### src/rtl/mult_pkg.sv
// Shared types and elaboration helpers for the iterative shift-add multiplier.
package mult_pkg;

  // Controller states: wait for a request, retire digits, publish the product.
  typedef enum logic [1:0] {
    IDLE = 2'd0,
    RUN  = 2'd1,
    FIN  = 2'd2
  } state_t;

  // Digit widths the step datapath is built and checked for.
  localparam int STEP_SMALL  = 1;
  localparam int STEP_MEDIUM = 2;
  localparam int STEP_LARGE  = 4;

  // True when the WIDTH/STEP pair is one the datapath supports.
  function automatic bit params_ok(input int width, input int step);
    bit step_legal;
    step_legal = (step == STEP_SMALL) || (step == STEP_MEDIUM) || (step == STEP_LARGE);
    return step_legal && (width >= 4) && ((width % 2) == 0) && ((width % step) == 0);
  endfunction

  // Bits needed for a step counter that must hold values 0..n.
  function automatic int cnt_width(input int n);
    return $clog2(n + 1);
  endfunction

endpackage

### src/rtl/seq_mult_step.sv
// One shift-add digit: add digit*multiplicand into the accumulator, then
// shift the {acc,mplr} pair right by STEP. The sum is kept WIDTH+STEP bits
// wide so the carry out of the add lands in the upper accumulator bits.
module seq_mult_step #(
  parameter int WIDTH = 32,
  parameter int STEP  = 1
) (
  input  logic [WIDTH-1:0] i_acc,
  input  logic [WIDTH-1:0] i_mplr,
  input  logic [WIDTH-1:0] i_mcand,
  output logic [WIDTH-1:0] o_acc,
  output logic [WIDTH-1:0] o_mplr
);

  logic [WIDTH+STEP-1:0] w_partial;
  logic [WIDTH+STEP-1:0] w_sum;

  // digit < 2^STEP and mcand < 2^WIDTH, so the partial fits WIDTH+STEP bits
  assign w_partial = (WIDTH+STEP)'(i_mplr[STEP-1:0]) * (WIDTH+STEP)'(i_mcand);
  assign w_sum     = (WIDTH+STEP)'(i_acc) + w_partial;
  assign o_acc     = w_sum[WIDTH+STEP-1:STEP];

  if (STEP < WIDTH) begin : g_shift_in
    assign o_mplr = {w_sum[STEP-1:0], i_mplr[WIDTH-1:STEP]};
  end else begin : g_full_digit
    assign o_mplr = w_sum[STEP-1:0];
  end

endmodule

### src/rtl/seq_mult.sv
// Iterative shift-add multiplier (MUL/MULT/MULTU) for the EX stage.
// Operands are reduced to magnitudes on capture; the sign is reapplied to
// the full 2*WIDTH product in the FIN cycle, so -2^(W-1) needs no special case.
module seq_mult
  import mult_pkg::*;
#(
  parameter int WIDTH = 32,
  parameter int STEP  = 1
) (
  input  logic               clk,
  input  logic               reset,
  input  logic               start,
  input  logic               sign_mode,
  input  logic [WIDTH-1:0]   a,
  input  logic [WIDTH-1:0]   b,
  output logic [2*WIDTH-1:0] z,
  output logic               busy,
  output logic               done
);

  localparam int N  = WIDTH / STEP;
  localparam int CW = cnt_width(N);

  if (!params_ok(WIDTH, STEP)) begin : g_bad_cfg
    $error("seq_mult: unsupported WIDTH/STEP combination");
  end

  state_t               r_state;
  state_t               w_state_nxt;
  logic [WIDTH-1:0]     r_acc;
  logic [WIDTH-1:0]     r_mplr;
  logic [WIDTH-1:0]     r_mcand;
  logic                 r_neg;
  logic [CW-1:0]        r_cnt;
  logic [2*WIDTH-1:0]   r_z;
  logic                 r_busy;
  logic                 r_done;

  logic [WIDTH-1:0]     w_mag_a;
  logic [WIDTH-1:0]     w_mag_b;
  logic                 w_neg;
  logic                 w_last;
  logic [WIDTH-1:0]     w_acc_nxt;
  logic [WIDTH-1:0]     w_mplr_nxt;
  logic [2*WIDTH-1:0]   w_prod_raw;
  logic [2*WIDTH-1:0]   w_product;

  // Magnitudes: two's-complement negate only for negative signed operands.
  // For -2^(W-1) the negation wraps back to 2^(W-1), the correct unsigned magnitude.
  assign w_mag_a = (sign_mode && a[WIDTH-1]) ? (~a + {{(WIDTH-1){1'b0}}, 1'b1}) : a;
  assign w_mag_b = (sign_mode && b[WIDTH-1]) ? (~b + {{(WIDTH-1){1'b0}}, 1'b1}) : b;
  assign w_neg   = sign_mode & (a[WIDTH-1] ^ b[WIDTH-1]);
  assign w_last  = (r_cnt == CW'(N - 1));

  assign w_prod_raw = {r_acc, r_mplr};
  assign w_product  = r_neg ? (~w_prod_raw + {{(2*WIDTH-1){1'b0}}, 1'b1}) : w_prod_raw;

  seq_mult_step #(
    .WIDTH (WIDTH),
    .STEP  (STEP)
  ) u_step (
    .i_acc   (r_acc),
    .i_mplr  (r_mplr),
    .i_mcand (r_mcand),
    .o_acc   (w_acc_nxt),
    .o_mplr  (w_mplr_nxt)
  );

  // Next-state logic: accept in IDLE, retire N digits in RUN, publish in FIN.
  always_comb begin
    w_state_nxt = r_state;
    case (r_state)
      IDLE: begin
        if (start) begin
          w_state_nxt = RUN;
        end else begin
          w_state_nxt = IDLE;
        end
      end
      RUN: begin
        if (w_last) begin
          w_state_nxt = FIN;
        end else begin
          w_state_nxt = RUN;
        end
      end
      FIN:     w_state_nxt = IDLE;
      default: w_state_nxt = IDLE;
    endcase
  end

  // State register with synchronous active-low reset.
  always_ff @(posedge clk) begin
    if (!reset) begin
      r_state <= IDLE;
    end else begin
      r_state <= w_state_nxt;
    end
  end

  // Datapath and output registers; z only moves on the FIN edge or reset.
  always_ff @(posedge clk) begin
    if (!reset) begin
      r_acc   <= '0;
      r_mplr  <= '0;
      r_mcand <= '0;
      r_neg   <= 1'b0;
      r_cnt   <= '0;
      r_z     <= '0;
      r_busy  <= 1'b0;
      r_done  <= 1'b0;
    end else begin
      r_done <= 1'b0;
      case (r_state)
        IDLE: begin
          if (start) begin
            r_mcand <= w_mag_a;
            r_mplr  <= w_mag_b;
            r_neg   <= w_neg;
            r_acc   <= '0;
            r_cnt   <= '0;
            r_busy  <= 1'b1;
          end
        end
        RUN: begin
          r_acc  <= w_acc_nxt;
          r_mplr <= w_mplr_nxt;
          r_cnt  <= r_cnt + CW'(1);
        end
        FIN: begin
          r_z    <= w_product;
          r_done <= 1'b1;
          r_busy <= 1'b0;
        end
        default: begin
          r_busy <= 1'b0;
        end
      endcase
    end
  end

  assign z    = r_z;
  assign busy = r_busy;
  assign done = r_done;

endmodule
### config.mk
export PLATFORM = sky130hd
export DESIGN_NAME = seq_mult
export DESIGN_NICKNAME = d
export VERILOG_FILES = /design/src/rtl/mult_pkg.sv /design/src/rtl/seq_mult_step.sv /design/src/rtl/seq_mult.sv
export SDC_FILE = /design/constraint.sdc
export NUM_CORES = 1
export LEC_CHECK = 0
export CORE_UTILIZATION = 52
export CTS_BUF_LIST = sky130_fd_sc_hd__clkbuf_8 sky130_fd_sc_hd__clkbuf_16
export DETAILED_ROUTE_END_ITERATION = 10
export GPL_TIMING_DRIVEN = 0
export PLACE_DENSITY_LB_ADDON = 0.3
export REMOVE_ABC_BUFFERS = 1
export SLEW_MARGIN = 25
export SYNTH_ARGS = -nofsm -noshare
export SYNTH_HDL_FRONTEND = slang
export SYNTH_HIERARCHICAL = 1
export SYNTH_SLANG_ARGS = --single-unit
### constraint.sdc
create_clock -name clk -period 2.9 [get_ports clk]
set_input_delay 0.725 -clock clk [delete_from_list [all_inputs] [get_ports clk]]
set_output_delay 0.725 -clock clk [all_outputs]
set_load 0.005 [all_outputs]
# Word-level counts from Yosys, hierarchy flattened
# Index checks and enable logic that the tools add are counted.
totals:
  regBits: 171
  inputBits: 68
  wordCells: 47
op_classes:
  addsub: 5
  n_mul: 1
  eq_ne: 4
  n_mux: 15
  n_bitwise: 6
  n_reduce_logical: 7
op_table:
  columns: ["cell", "n"]
  rows:
  - ["$mux W32", 4]
  - ["$pmux W32 S2", 2]
  - ["$add A32 B1 Y32 const B", 2]
  - ["$add A64 B1 Y64 const B", 1]
  - ["$mux W64", 1]
  - ["$not A32 Y32", 2]
  - ["$not A64 Y64", 1]
  - ["$add A32 B33 Y33", 1]
  - ["$mul A1 B32 Y33", 1]
  - ["$pmux W6 S2", 1]
  - ["$add A6 B1 Y6 const B", 1]
  - ["$eq A6 B5 Y1 const B", 1]
  - ["$mux W6", 1]
  - ["$reduce_and A2 Y1", 3]
  - ["$pmux W2 S2", 1]
  - ["$mux W1", 3]
  - ["$eq A2 B1 Y1 const B", 1]
  - ["$eq A2 B2 Y1 const B", 1]
  - ["$logic_and A1 B1 Y1", 2]
  - ["$logic_not A2 Y1", 1]
  - ["$mux W2", 1]
  - ["$ne A2 B2 Y1 const B", 1]
  - ["$pmux W1 S2", 1]
  - ["$reduce_bool A2 Y1", 1]
  - ["3 further kinds", 3]

# Logic depth before layout (Yosys ltp)
depth:
  word_depth: 5
  ltp_mapped: 11

# Modules after synthesis
# Netlist, hierarchy kept.
modules_own_cells:
  columns: ["module", "n_inst", "cells_each", "area_each_um2", "seq_area_each_um2"]
  rows:
  - ["seq_mult", 1, 1006, 8610.8, 3423.3]
  - ["seq_mult_step", 1, 353, 2428.6, 0.0]

# Least setup slack after synthesis
# Ideal clock, no wire load.
synth_path:
  path_kind: "reg-to-reg"
  from: "register r_mplr[0]"
  to: "register r_acc[23]"
  setup_time_ps: 117
  t_arrival_ps: 2960
  t_required_ps: 2783
  slack_ps: -176
  stages_incl_launch_ff: 12
  n_path_buf: 1
  path_cell_list: "dfxtp_1 clkbuf_1 and2_1 ha_1 fa_1 a211oi_2 o211ai_2 a2111oi_4 nor3b_2 or4_1 o311a_1 a22o_1"
synth_between:
  elab_chain_len: 3
synth_rtl:
  columns: ["element", "line_no", "text"]
  rows:
  - ["start, declared", "seq_mult.sv:31", "logic [WIDTH-1:0] r_mplr;"]
  - ["start signal, assigned", "seq_mult.sv:118", "r_mplr <= w_mag_b;"]
  - ["start signal, assigned", "seq_mult.sv:127", "r_mplr <= w_mplr_nxt;"]
  - ["$mul A1 B32 Y33", "seq_mult_step.sv:19", "assign w_partial = (WIDTH+STEP)'(i_mplr[STEP-1:0]) * (WIDTH+STEP)'(i_mcand);"]
  - ["$add A32 B33 Y33", "seq_mult_step.sv:20", "assign w_sum = (WIDTH+STEP)'(i_acc) + w_partial;"]
  - ["via w_acc_nxt[23]", "seq_mult.sv:43", "logic [WIDTH-1:0] w_acc_nxt;"]
  - ["$pmux W32 S2", "seq_mult.sv:114", "case (r_state)"]
  - ["end signal, assigned", "seq_mult.sv:126", "r_acc <= w_acc_nxt;"]
  - ["end, declared", "seq_mult.sv:30", "logic [WIDTH-1:0] r_acc;"]
# The timed path passes the listed nets, and every way through them passes these cells.
# A chain may end at the register's enable or synchronous reset.

# Final worst setup path
# Ends and elaborated chain as after synthesis.

==> impl_metrics.yaml <==
run_status:
  status: "finished, violations left"
  violations: "negative setup slack"
power_and_ir_drop:
  p_per_area_mw_per_mm2: 435
  power.leakage_nw: 4.88
  ir_drop_v: 0.000354
  fin_total_pwr_mw: 5.79
  switchingPower_mw: 1.74
  comb_power_share_pct: 16.5
  netSwitchingFraction_pct: 30.0
  internal-power_mw: 4.05
  power_frac_clock_pct: 39.3
  seqPwrFrac_pct: 44.2
global_routing:
  grt_max_degree: 59
  grt_pass1_vias: 9572
  grt_pass1_wl_um: 50000
  grt_overflow: 0
  grt_usage_pct: 28.6
  antenna_found_initial: 0
floorplan:
  rows: 52
  fp.dieW_um: 148
  die_area_mm2: 0.0218
  die_h_um: 148
  core_area_mm2: 0.0205
  io_pins: 134
  initial_core_util_pct: 53.9
finish:
  multi_input_area_mm2: 0.00722
  fillCellCount: 1832
  fin_util_pct: 64.9
  syn_to_final_growth_pct: 20.5
  antenna_cells: 0
  drive_gt1_share_pct: 10.6
  nNetsFinal: 1525
  seqCellArea_mm2: 0.00343
synth:
  synth.top_cell.area_share_pct: 31.0
  synth_compound_area_share_pct: 27.8
  synth_adder_area_share_pct: 4.26
  async_flop_share_pct: 0
  synthSimpleGateAreaFrac_pct: 19.6
  ys_warn_count: 6
  post-synth-top-area-cell: "dfxtp_1"
  netlist_top_cells_count: "dfxtp_1, nor2_1, a21oi_1"
  synth_cells: 1359
  syn_avg_cell_area_um2: 8.12
  ys_seq_area_share_pct: 31.0
  post-synth-top-count-cell: "dfxtp_1"
  ys_ff_latch: 171
  synthMuxAreaShare_pct: 0.385
  synth_xor_area_share_pct: 10.9
  synth_top_family_by_area: "compound AO/OA/AOI/OAI gates"
  synthTopCellsByArea: "dfxtp_1, xor2_1, a21oi_1"
  synth-edff-count: 0
  ys_types: 76
  syn_area_mm2: 0.0110
  synth_ff_type: "dfxtp_1"
critical_path:
  critPathRequiredTime_ns: 3.23
  end_kind: "flip-flop"
  max_stage_delay_ns: 0.43
  path_class: "reg2reg"
  worstPathMaxFanout: 6
  crit_buf_inv: 0
  cp_data_arrival_time_ns: 3.29
  cpLargestDelayFamily: "compound AO/OA/AOI/OAI gates"
  cp_slowest_cell: "a2111oi_4"
  crit_path_start_kind: "flip-flop"
  path_cells: "and2_4 -> ha_4 -> fa_2 -> a211oi_4 -> o211ai_2 -> a2111oi_4 -> nor3b_4 -> or4_1 -> o311a_1 -> a22o_1"
clock_network:
  htree_levels: 4
  cts_tree: "built"
  clock_latency_ns: 0.44
  cts-root-buf: "clkbuf_16"
  cts_buffers: 17
  clk_pin_slew_ns: 0.07
  cts_sinks: 171
  cts.hold.buffers_added: 0
  cts_buffer_depth: 2
sta:
  whs_ns: 0.449
  setup_violations: 2
  tns_ns: -0.0836
  maxSlewHeadroom_pct: 42.3
  period_share_pct: 102
  worst_pin_slew_ns: 0.865
  fin_ws_ns: -0.0593
  finalHoldViolCount: 0
  rsz0062_at_grt: "yes"
  period_needed_ns: 2.96
  clock_skew_ns: 0.0101
  finalMaxSlewViolations: 0
  fmax_mhz: 338
place:
  hpwl_um: 22400
  place_congestion: 0.938
  preCtsSetupSlack_ns: -0.832
  numPortBuffers: 133
route:
  via_per_inst: 6.20
  ant_nets: 0
  first_pass_iters: 5
  num_vias: 10556
  drc: 0
  wl_um: 31100
  post_drt_wl_per_cell_um: 18.3
  dr.first_iter.drc_count: 931
min_path:
  hp-class: "reg2reg"
job:
  cap_violations: 0
## power by group through the flow
stage          clock network, mW  logic, mW  registers, mW
2_1_floorplan                  0      0.574           2.57
3_3_place_gp                   0      0.862           2.61
3_5_place_dp                   0      0.893           2.61
4_1_cts                     2.30      0.929           2.55
5_1_grt                     2.40       1.04           2.57
6_report                    2.28      0.953           2.56
## metrics by stage
| step | instances | cell area, um2 |
|---|---|---|
| final | 1703 | 13300 |
| after global routing | 1703 | 13300 |
| after CTS | 1700 | 13200 |
| after detailed placement | 1660 | 12400 |
| after global placement | 1646 | 12100 |
| after floorplan | 1243 | 10500 |
## placed cells by master, fill, tap and decap left out, types with 12 or more instances in the layout
master	instances
clkbuf_16	17
nor4_1	17
a211oi_1	34
buf_4	16
o21ai_1	12
a22o_1	33
nand3_1	19
or2_2	12
and2_1	36
o31ai_1	21
nand4_1	14
ha_1	25
a21o_1	15
o221ai_1	18
clkdlybuf4s50_1	129
xor2_1	76
o41ai_1	16
inv_1	25
or3_1	19
a21oi_1	111
nor3_1	21
nand2_1	88
xnor2_1	61
or4_1	14
nor2_1	116
o21ai_0	89
dfxtp_1	169
## state kept, by name (all words and copies together), names as in the netlist
name     count
r_mcand     32
r_neg        1
r_acc       32
busy         1
done         1
r_cnt        6
r_mplr      32
z           64
r_state      2
## path summary, 6_finish.rpt
| kind | depth (start not counted) | to | startpoint | slack, ns |
|---|---|---|---|---|
| max reg2reg | 10 | r_acc[23] | r_mplr[0] | -0.06 |
| min | 2 | z[53] | z[53] | 0.45 |
| max | 10 | r_acc[23] | r_mplr[0] | -0.06 |
| min reg2reg | 2 | z[53] | z[53] | 0.45 |
## worst reg2reg max path: stages (launching register included)
cell and delay [ns]:
dfxtp_4 0.38, and2_4 0.16, ha_4 0.17, fa_2 0.39
a211oi_4 0.25, o211ai_2 0.17, a2111oi_4 0.43, nor3b_4 0.12
or4_1 0.42, o311a_1 0.15, a22o_1 0.21
## what timing repair did
item,in CTS,in global routing
buffers inserted,8,3
setup endpoints to repair,54,52
pin swaps,6,5
resized for setup,26,30
## per-layer routing
layer  GRT usage, %  up-vias  wire, um
met5              0        -         0
met4           9.02        0       538
met3           4.63       45      2170
met2           44.1      404     13700
met1           40.6     4967     14600
li1               -     5140         -
## cells by family after synthesis
family | count (synthesis)
and+or+nand+nor | 422
buffers and inverters | 142
AOI/OAI and AO/OA | 446
xor gates and xnor gates | 137
adders and majority gates | 37
DFF | 171
muxes | 4
## cell type report
type,count,share of cell area [%]
clock inverters,15,1.16
flip-flops and latches,171,25.8
multi-input cells,1046,54.3
repair buffers,158,12.3
clock buffers,17,3.20
inverters,26,0.752
well taps,270,2.54
Note: power is estimated with default switching activity, not from simulation.
